==> src/rtl/sdram_port_arbiter.sv <==
`timescale 1ns/1ps
// sdram_port_arbiter
// Shares one SDRAM controller command port between three requesters and
// schedules auto-refresh. Port 0 (video) has fixed top priority, ports 1
// (CPU) and 2 (JTAG bridge) alternate round-robin. Refresh is deferred behind
// traffic while only one refresh is owed, and forced once two are owed.
//
// Ports:
//   clk, reset        system clock, asynchronous active-high reset
//   req/req_we        per-port request level (held until ack) and write enable
//   req_addr/wdata    packed per-port address and write data, port n at [n*W +: W]
//   ack, rdata        one-cycle completion pulse per port, read data with ack
//   mem_req/we/addr/wdata  latched access towards the SDRAM controller
//   mem_refresh       auto-refresh request level
//   mem_ack/mem_rdata controller completion pulse and read data
//   grant             owning port 0-2, 3 when idle or refreshing
//   refresh_overrun   sticky flag: refresh debt saturated
module sdram_port_arbiter #(
  parameter int unsigned ADDR_WIDTH       = 24,
  parameter int unsigned DATA_WIDTH       = 16,
  parameter int unsigned REFRESH_INTERVAL = 390
) (
  input  logic                    clk,
  input  logic                    reset,
  input  logic [2:0]              req,
  input  logic [2:0]              req_we,
  input  logic [3*ADDR_WIDTH-1:0] req_addr,
  input  logic [3*DATA_WIDTH-1:0] req_wdata,
  output logic [2:0]              ack,
  output logic [DATA_WIDTH-1:0]   rdata,
  output logic                    mem_req,
  output logic                    mem_we,
  output logic [ADDR_WIDTH-1:0]   mem_addr,
  output logic [DATA_WIDTH-1:0]   mem_wdata,
  output logic                    mem_refresh,
  input  logic                    mem_ack,
  input  logic [DATA_WIDTH-1:0]   mem_rdata,
  output logic [1:0]              grant,
  output logic                    refresh_overrun
);

  localparam int unsigned CNT_W = (REFRESH_INTERVAL > 2) ? $clog2(REFRESH_INTERVAL) : 1;
  localparam logic [CNT_W-1:0] CNT_RELOAD = CNT_W'(REFRESH_INTERVAL - 1);

  typedef enum logic [1:0] {IDLE, ACCESS, REFRESH, DONE} state_t;

  state_t                  state;
  logic [CNT_W-1:0]        cnt;
  logic [1:0]              debt;
  logic                    rr_last2;     // 1: port 2 was the last of {1,2} granted

  logic                    expire;
  logic                    refresh_done;
  logic                    pick_valid;
  logic                    pick_refresh;
  logic [1:0]              pick_port;
  logic                    pick_we;
  logic [ADDR_WIDTH-1:0]   pick_addr;
  logic [DATA_WIDTH-1:0]   pick_wdata;

  assign expire       = (cnt == '0);
  assign refresh_done = (state == REFRESH) && mem_ack;

  // IDLE arbitration: forced refresh, port 0, round-robin 1/2, deferred refresh
  always_comb begin
    pick_valid   = 1'b0;
    pick_refresh = 1'b0;
    pick_port    = 2'd0;
    if (debt >= 2'd2) begin
      pick_refresh = 1'b1;
    end else if (req[0]) begin
      pick_valid = 1'b1;
      pick_port  = 2'd0;
    end else if (req[1] && req[2]) begin
      pick_valid = 1'b1;
      pick_port  = rr_last2 ? 2'd1 : 2'd2;
    end else if (req[1]) begin
      pick_valid = 1'b1;
      pick_port  = 2'd1;
    end else if (req[2]) begin
      pick_valid = 1'b1;
      pick_port  = 2'd2;
    end else if (debt != 2'd0) begin
      pick_refresh = 1'b1;
    end
  end

  // Select the chosen port's request fields
  always_comb begin
    pick_we    = req_we[0];
    pick_addr  = req_addr[0 +: ADDR_WIDTH];
    pick_wdata = req_wdata[0 +: DATA_WIDTH];
    case (pick_port)
      2'd1: begin
        pick_we    = req_we[1];
        pick_addr  = req_addr[ADDR_WIDTH +: ADDR_WIDTH];
        pick_wdata = req_wdata[DATA_WIDTH +: DATA_WIDTH];
      end
      2'd2: begin
        pick_we    = req_we[2];
        pick_addr  = req_addr[2*ADDR_WIDTH +: ADDR_WIDTH];
        pick_wdata = req_wdata[2*DATA_WIDTH +: DATA_WIDTH];
      end
      default: ;
    endcase
  end

  // Refresh interval counter and owed-refresh debt
  always_ff @(posedge clk or posedge reset) begin
    if (reset) begin
      cnt             <= CNT_RELOAD;
      debt            <= 2'd0;
      refresh_overrun <= 1'b0;
    end else begin
      cnt <= expire ? CNT_RELOAD : cnt - CNT_W'(1);
      // expiry and completion in the same cycle cancel out
      if (expire && !refresh_done) begin
        if (debt == 2'd3) refresh_overrun <= 1'b1;
        else              debt <= debt + 2'd1;
      end else if (refresh_done && !expire) begin
        debt <= debt - 2'd1;
      end
    end
  end

  // Access / refresh sequencer with registered outputs
  always_ff @(posedge clk or posedge reset) begin
    if (reset) begin
      state       <= IDLE;
      grant       <= 2'd3;
      ack         <= 3'b000;
      rdata       <= '0;
      mem_req     <= 1'b0;
      mem_we      <= 1'b0;
      mem_addr    <= '0;
      mem_wdata   <= '0;
      mem_refresh <= 1'b0;
      rr_last2    <= 1'b1;
    end else begin
      ack <= 3'b000;
      case (state)
        IDLE: begin
          if (pick_refresh) begin
            state       <= REFRESH;
            mem_refresh <= 1'b1;
          end else if (pick_valid) begin
            state     <= ACCESS;
            mem_req   <= 1'b1;
            mem_we    <= pick_we;
            mem_addr  <= pick_addr;
            mem_wdata <= pick_wdata;
            grant     <= pick_port;
            if (pick_port != 2'd0) rr_last2 <= (pick_port == 2'd2);
          end
        end
        ACCESS: begin
          if (mem_ack) begin
            mem_req <= 1'b0;
            rdata   <= mem_rdata;
            ack     <= 3'b001 << grant;
            state   <= DONE;
          end
        end
        REFRESH: begin
          if (mem_ack) begin
            mem_refresh <= 1'b0;
            state       <= IDLE;
          end
        end
        DONE: begin
          // one quiet cycle so the requester can drop req before re-arbitration
          grant <= 2'd3;
          state <= IDLE;
        end
        default: state <= IDLE;
      endcase
    end
  end

endmodule

==> config.mk <==
export PLATFORM = sky130hd
export DESIGN_NAME = sdram_port_arbiter
export DESIGN_NICKNAME = d
export VERILOG_FILES = /design/src/rtl/sdram_port_arbiter.sv
export SDC_FILE = /design/constraint.sdc
export NUM_CORES = 1
export LEC_CHECK = 0
export CAP_MARGIN = 20
export CORE_ASPECT_RATIO = 0.8
export CORE_MARGIN = 2
export CORE_UTILIZATION = 43
export CTS_BUF_LIST = sky130_fd_sc_hd__clkbuf_16
export DETAILED_ROUTE_END_ITERATION = 12
export GPL_TIMING_DRIVEN = 0
export MAX_ROUTING_LAYER = met4
export PLACE_DENSITY = 0.89
export SLEW_MARGIN = 20
export SYNTH_ARGS = -nofsm -noshare
export SYNTH_HDL_FRONTEND = slang
export SYNTH_SLANG_ARGS = --single-unit
==> constraint.sdc <==
create_clock -name clk -period 6.9 [get_ports clk]
set_clock_uncertainty 0.05 [all_clocks]
set_input_delay 1.725 -clock clk [delete_from_list [all_inputs] [get_ports clk]]
set_output_delay 1.725 -clock clk [all_outputs]
set_load 0.01 [all_outputs]
==> results of run 1 <==
## routing by layer
layer	routed length, um	GRT usage	vias up
met5	0	-	-
met4	195	0.0720	0
met3	916	0.0701	21
met2	6020	0.426	175
met1	4800	0.280	1835
li1	-	-	1761
## logic make-up after synthesis
family / count (synthesis)
flip-flops: 79
AND/OR/NAND/NOR: 79
buffers and inverters: 36
XOR/XNOR: 3
multiplexers: 61
adder cells (fa/ha/maj): 4
AO/OA/AOI/OAI: 101
## power by group through the flow
stage / registers [W] / clock network, W / logic (W)
2_1_floorplan: 0.000858 / 0 / 0.000425
3_3_place_gp: 0.000774 / 0 / 0.00105
3_5_place_dp: 0.000788 / 0 / 0.00108
4_1_cts: 0.000783 / 0.000529 / 0.00109
5_1_grt: 0.000810 / 0.000548 / 0.00115
6_report: 0.000783 / 0.000517 / 0.00107
## worst max-delay path: stages
cell and delay, ns:
clkdlybuf4s50_1 0.52, nand2b_1 0.07, nand3_1 0.19, inv_1 0.07, ha_1 0.27, clkbuf_1 0.40
clkbuf_1 0.39, o21ai_0 0.20, mux2_1 0.31
## cells in the mapped netlist (4+ instances only)
cell type and number:
mux2_2 21, dfstp_2 7, ha_1 4, a21oi_1 6, mux2_1 38, inv_1 8, nor2_1 7, nand3_1 4
nand2_1 45, o21ai_0 45, clkbuf_1 20, a22oi_1 41, dfrtp_1 72
## how the worst min path moves through the flow
stage	end	slack (ns)	cells after the start
global placement	mem_req$_DFFE_PP0P_	0.41	1
floorplan	cnt[7]$_DFF_PP1_	0.40	2
detailed placement	mem_req$_DFFE_PP0P_	0.42	1
finish	mem_req$_DFFE_PP0P_	0.43	1
CTS	mem_req$_DFFE_PP0P_	0.43	1
global route	mem_req$_DFFE_PP0P_	0.44	1
## registers in the layout, summed over array words and instances, names as in the netlist, 2 cells and up
name       flops
ack            3
cnt            9
debt           2
grant          2
mem_addr      24
mem_wdata     16
rdata         16
state          2
## area by class of cell
| cell class | instances | area, um^2 | area share |
|---|---|---|---|
| Timing Repair Buffer | 210 | 2120 | 0.323 |
| Tap cell | 115 | 144 | 0.0219 |
| Clock buffer | 9 | 225 | 0.0343 |
| Sequential cell | 79 | 1990 | 0.303 |
| Multi-Input combinational cell | 248 | 1790 | 0.273 |
| Clock inverter | 7 | 103 | 0.0156 |
| Inverter | 8 | 32.5 | 0.00496 |
| Buffer | 28 | 158 | 0.0240 |
## metrics by stage
stage	power, W	util	setup WS (ns)	instance area [um^2]	hold slack, ns
final	0.00238	0.729	2.89	6560	0.433
after global routing	0.00251	0.729	2.72	6560	0.437
after CTS	0.00240	0.729	2.90	6560	0.434
after detailed placement	0.00187	0.692	2.58	6230	0.419
after global placement	0.00182	0.689	1.88	6200	0.411
after floorplan	0.00128	-	3.11	3960	0.400
==> metrics.md, run 1 <==
| Metric | Value |
|---|---|
| Status | `complete, no violations` |
| Worst skew pair latency | `0.33 ns` |
| H-Tree Depth | `3` |
| Share of cells above drive strength 1 | `0.0968` |
| FF+latch count, synth | `a little under 80` |
| Mapped Nets | `about 510` |
| RD Place Congestion | `a little under 0.9` |
| Core Area | `~0.009 mm^2` |
| XOR/XNOR Fraction of Synth Area | `0.00663` |
| Dpl hpwl | `just over 9000 um` |
| Clk slew on worst S/H paths | `~0.060 ns` |
| Fmax | `~250 MHz` |
| Largest family of logic cells by synthesized area | `multiplexers` |
| Int Pwr | `around 0.0016 W` |
| Critical Path End Type | `flip-flop` |
| Placed cell count | `around 700` |
| Gr usage total | `0.246` |
| Wire per inst | `roughly 17 um` |
| Number of setup violations in the final report | `0` |
| Die area | `0.0100 mm^2` |
| Resize count post-CTS | `0` |
| Initial DRC Count | `approximately 190` |
| Arrival time at the worst endpoint | `~4.2 ns` |
| Flop pwr share | `0.330` |
| Synth Area in Simple Gates | `0.0982` |
| Number of hold buffers added after cts | `0` |
| Mapped Area | `just under 0.004 mm^2` |
| Die width | `between 100 and 150 um` |
| Commonest non-fill, non-tap cell in the layout | `clkdlybuf4s50_1` |
| Peak VDD IR | `between 200 and 300 uV` |
| Synth warn | `0` |
| Most frequent cells in the layout | `209 x clkdlybuf4s50_1, 72 x dfrtp_1, 45 x nand2_1, 45 x o21ai_0, 41 x a22oi_1` |
| Register area share after synthesis | `0.501` |
| Avg Synthesized Cell Area | `approximately 11 um^2` |
| Setup Buffers After CTS | `0` |
| Final WL | `11900 um` |
| Switching Fraction | `0.321` |
| Initial antenna violation count | `0` |
| # fillers | `between 600 and 700` |
| Adder-Cell Fraction of Synth Area | `0.0126` |
| Static Leak | `between 2 and 3 nW` |
| CTS Root Cell | `clkbuf_16` |
| Switch Pwr | `0.000762 W` |
| Number of synthesized flops with an enable pin | `0` |
| Residual DRC count | `0` |
| CTS Buf Count | `9` |
| CTS sink cnt | `79` |
| DR vias/cell | `~5.4` |
| Worst hold start | `mem_req$_DFFE_PP0P_` |
| Pin count of the biggest net entering global routing | `48` |
| Worst hold path type | `flip-flop to flip-flop` |
| Ranking of synthesized cells by area | `dfrtp_1 45%, mux2_1 11%, a22oi_1 7.8%, mux2_2 6.0%, o21ai_0 5.7%` |
| Grt ovf | `0` |
| First-pass GRT wire length | `19300 um` |
| Logic pwr share | `0.452` |
| Crit path kind | `primary input to flip-flop` |
| Vias in the first global route | `3964` |
| Share of total power in the clock network | `0.218` |
| Period minus WS final | `around 4.0 ns` |
| RSZ-0062 raised after global routing | `false` |
| Synth Area in Compound Gates | `0.162` |
| Non-Filler Instances | `a little over 700` |
| Worst setup path endpoint | `mem_addr[16]$_DFFE_PP0P_` |
| Nets@finish | `about 730` |
| Top-area cell type share of the netlist area | `0.455` |
| Startpoint types | `primary input` |
| Post-synth cell types | `just over 40` |
| Final ANT Viol Nets | `0` |
| CTS tree | `built` |
| Antenna diodes | `0` |
| Reg2Reg Launch Point | `debt[1]$_DFFE_PP0P_` |
| Routed vias | `about 3800` |
| Mapped Cells | `approximately 360` |
| CP Launch Point | `req[2]` |
| Worst-margin pin slew | `roughly 0.53 ns` |
| Cell taking the most area after synthesis | `dfrtp_1` |
| Critical path peak fanout | `10` |
| Ys async rst share | `1.00` |
| CTS max path bufs | `2` |
| Rows | `31` |
| Initial Util | `0.440` |
| Num ports | `210` |
| Period utilisation layout | `0.581` |
| # port buffers | `approximately 210` |
| RR Endpoint | `mem_addr[16]$_DFFE_PP0P_` |
| Setup TNS | `0 ns` |
| Die Span Y | `89.9 um` |
| Worst EP required | `just over 7 ns` |
| Max Slew Vio Count | `0` |
| DRT Pass-1 Iters | `6` |
| Pwr/cell area | `roughly 360 mW/mm^2` |
| Reg2reg setup slack | `4.28 ns` |
| Worst R2R Path Depth | `7` |
| Dominant synthesized flop cell | `dfrtp_1` |
| Final hold violation count | `0` |
| Worst slew margin | `0.648` |
| Area Overhead vs Synth | `65.4%` |
| Max Cap Viol | `0` |
| Multiplexer area fraction after synthesis | `0.173` |
Power figures use the tool's default switching activity.
==> run 2, diff against run 1 <==
--- a/config.mk
+++ b/config.mk
@@ -8,12 +8,12 @@
 export CAP_MARGIN = 20
 export CORE_ASPECT_RATIO = 0.8
 export CORE_MARGIN = 2
-export CORE_UTILIZATION = 43
+export CORE_UTILIZATION = 36
 export CTS_BUF_LIST = sky130_fd_sc_hd__clkbuf_16
 export DETAILED_ROUTE_END_ITERATION = 12
 export GPL_TIMING_DRIVEN = 0
 export MAX_ROUTING_LAYER = met4
-export PLACE_DENSITY = 0.89
+export PLACE_DENSITY = 0.79
 export SLEW_MARGIN = 20
 export SYNTH_ARGS = -nofsm -noshare
 export SYNTH_HDL_FRONTEND = slang
==> constraint.sdc (replaced) <==
create_clock -name clk -period 3.5 [get_ports clk]
set_clock_uncertainty 0.05 [all_clocks]
set_input_delay 0.875 -clock clk [delete_from_list [all_inputs] [get_ports clk]]
set_output_delay 0.875 -clock clk [all_outputs]
set_load 0.01 [all_outputs]
==> run 2 against run 1 <==
Compared with the run above: largest power group unchanged; sequential share of layout area barely moved; count of clock-buffer cells in the layout is the same; worst setup slack got worse by 2.5 ns.
==> metrics.md, run 2 (synthesis gave the netlist of run 1 again) <==
| Metric | Value |
|---|---|
| Number of hold buffers added after cts | `0 (unchanged)` |
| Die area | `0.0119 mm^2 (+19%)` |
| RD Place Congestion | `0.858 (-3.6%)` |
| Number of setup violations in the final report | `0 (unchanged)` |
| Worst hold path type | `flip-flop to flip-flop` |
| H-Tree Depth | `3 (unchanged)` |
| Largest Register | `mem_addr` |
| Max Cap Viol | `0 (unchanged)` |
| Dpl hpwl | `9260 um (about the same)` |
| Final worst setup slack | `0.402 ns (-2.49 ns)` |
| Vias in the first global route | `3962 (-0.050%)` |
| Antenna diodes | `0 (unchanged)` |
| Dpl ws | `0.0473 ns (-2.53 ns)` |
| Largest register FFs | `24 (unchanged)` |
| Static Leak | `2.67 nW (-0.72%)` |
| Core Area | `0.0108 mm^2 (+20%)` |
| Pin count of the biggest net entering global routing | `45 (-6.3%)` |
| RSZ-0062 raised after global routing | `false` |
| Area post-placement | `0.00626 mm^2 (+0.46%)` |
| Initial DRC Count | `120 (-35%)` |
| Worst Path Buf+Inv | `4 (unchanged)` |
| Pwr/cell area | `697 mW/mm^2 (+92%)` |
| CTS max path bufs | `2 (unchanged)` |
| Die Span Y | `97.9 um (+8.9%)` |
| Arrival time at the worst endpoint | `3.25 ns (-0.92 ns)` |
| Die width | `121 um (+9.0%)` |
| Crit-path leading delay family | `buffers and inverters` |
| Resize count post-CTS | `0 (unchanged)` |
| Num ports | `210 (unchanged)` |
| Share of cells above drive strength 1 | `0.0951 (-0.00170)` |
| Crit-path cells | `clkdlybuf4s50_1 > nand2b_1 > nand3_1 > inv_1 > ha_1 > clkbuf_1 > clkbuf_1 > o21ai_0 > mux2_1` |
| Most frequent cells in the layout | `209 x clkdlybuf4s50_1, 72 x dfrtp_1, 45 x nand2_1, 45 x o21ai_0, 41 x a22oi_1` |
| Most frequent cell on the critical path | `clkbuf_1` |
| Largest registers | `mem_addr (24), mem_wdata (16), rdata (16)` |
| Setup TNS | `0 ns (unchanged)` |
| CTS Buf Count | `9 (unchanged)` |
| Final ANT Viol Nets | `0 (unchanged)` |
| Critical path peak fanout | `10 (unchanged)` |
| Residual DRC count | `0 (unchanged)` |
| CTS tree | `built` |
| Initial Util | `0.367 (-0.0737)` |
| Startpoint types | `primary input` |
| Worst EP required | `3.65 ns (-3.42 ns)` |
| Worst-margin pin slew | `0.537 ns (+0.0110 ns)` |
| Final WL | `11700 um (-1.5%)` |
| Fin area | `0.00655 mm^2 (-0.13%)` |
| Worst skew pair latency | `0.33 ns (about the same)` |
| DR vias/cell | `5.07 (-5.9%)` |
| DRT Pass-1 Iters | `5 (-1)` |
| CTS sink cnt | `79 (unchanged)` |
| Period utilisation layout | `0.885` |
| Setup Buffers After CTS | `0 (unchanged)` |
| Max Slew Vio Count | `0 (unchanged)` |
| Reg2reg setup slack | `0.92 ns (-3.36 ns)` |
| Period minus WS final | `approximately 3.1 ns` |
| Grt ovf | `0 (unchanged)` |
| Critical Path End Type | `flip-flop` |
| Area Overhead vs Synth | `65.2%` |
| Commonest non-fill, non-tap cell in the layout | `clkdlybuf4s50_1` |
| Worst slew margin | `0.642 (-0.00542)` |
| First-pass GRT wire length | `18900 um (-2.0%)` |
| CP max-delay cell | `clkdlybuf4s50_1` |
| Gr usage total | `0.208 (-0.0384)` |
| Rows | `34 (+9.7%)` |
| Peak VDD IR | `432 uV (+72%)` |
| Fmax | `323 MHz` |
| Status | `complete, no violations` |
| Clk slew on worst S/H paths | `0.06 ns (about the same)` |
| Routed vias | `3714 (-2.1%)` |
| Nets@finish | `733 (unchanged)` |
| CTS Root Cell | `clkbuf_16` |
| Initial antenna violation count | `0 (unchanged)` |
| Final hold violation count | `0 (unchanged)` |
| Wire per inst | `16.0 um (-5.4%)` |
| # port buffers | `209 (unchanged)` |
| CP peak stage delay | `0.51 ns (about the same)` |
| Crit path kind | `primary input to flip-flop` |
run 2: worst paths after layout:
| check | start | endpoint | cells after the start |
|---|---|---|---|
| max | req[2] | mem_wdata[2]$_DFFE_PP0P_ | 9 |
| min | refresh_overrun$_DFFE_PP0P_ | refresh_overrun$_DFFE_PP0P_ | 1 |
| max reg2reg | debt[1]$_DFFE_PP0P_ | mem_wdata[2]$_DFFE_PP0P_ | 7 |
| min reg2reg | refresh_overrun$_DFFE_PP0P_ | refresh_overrun$_DFFE_PP0P_ | 1 |
| max in group asynchronous | reset | grant[0]$_DFFE_PP1P_ | 3 |
| min in group asynchronous | reset | rdata[10]$_DFFE_PP0P_ | 2 |
run 2: final cells by class:
cell class / instances / area (um^2)
fillers: 894 / 4260
repair buffers: 210 / 2110
flip-flops and latches: 79 / 1990
multi-input cells: 248 / 1790
clock buffers: 9 / 225
well taps: 144 / 180
plain buffers: 28 / 158
clock inverters: 7 / 65.1
inverters: 8 / 32.5
run 2: where the power goes:
part	switching [W]	leakage, nW	internal, W	total [W]
clock	0.000366	0.146	0.000547	0.000913
combinational	0.000882	1.58	0.00123	0.00211
sequential	0.000223	0.949	0.00131	0.00154
run 2: layer usage:
layer,up-vias,global-route usage,share of wire
li1,1759,-,-
met1,1804,0.238,0.40
met2,138,0.362,0.52
met3,13,0.0549,0.066
met4,0,0.0531,0.012
met5,-,-,0
run 2: through the flow:
step | instances | total power, W | utilization | hold WS, ns
3_3_place_gp | 716 | 0.00361 | 0.577 | 0.413
6_report | 733 | 0.00456 | 0.606 | 0.417
4_1_cts | 733 | 0.00462 | 0.606 | 0.418
2_1_floorplan | 363 | 0.00253 | - | 0.400
5_1_grt | 733 | 0.00487 | 0.606 | 0.428
3_5_place_dp | 717 | 0.00368 | 0.579 | 0.407
==> run 3, diff against run 2 <==
--- a/config.mk
+++ b/config.mk
@@ -5,11 +5,11 @@
 export SDC_FILE = /design/constraint.sdc
 export NUM_CORES = 1
 export LEC_CHECK = 0
-export CAP_MARGIN = 20
 export CORE_ASPECT_RATIO = 0.8
 export CORE_MARGIN = 2
 export CORE_UTILIZATION = 36
 export CTS_BUF_LIST = sky130_fd_sc_hd__clkbuf_16
+export CTS_CLUSTER_DIAMETER = 50
 export DETAILED_ROUTE_END_ITERATION = 12
 export GPL_TIMING_DRIVEN = 0
 export MAX_ROUTING_LAYER = met4
==> results of run 3 <==
No change in the layout: final DEF, timing and power equal those of run 2.
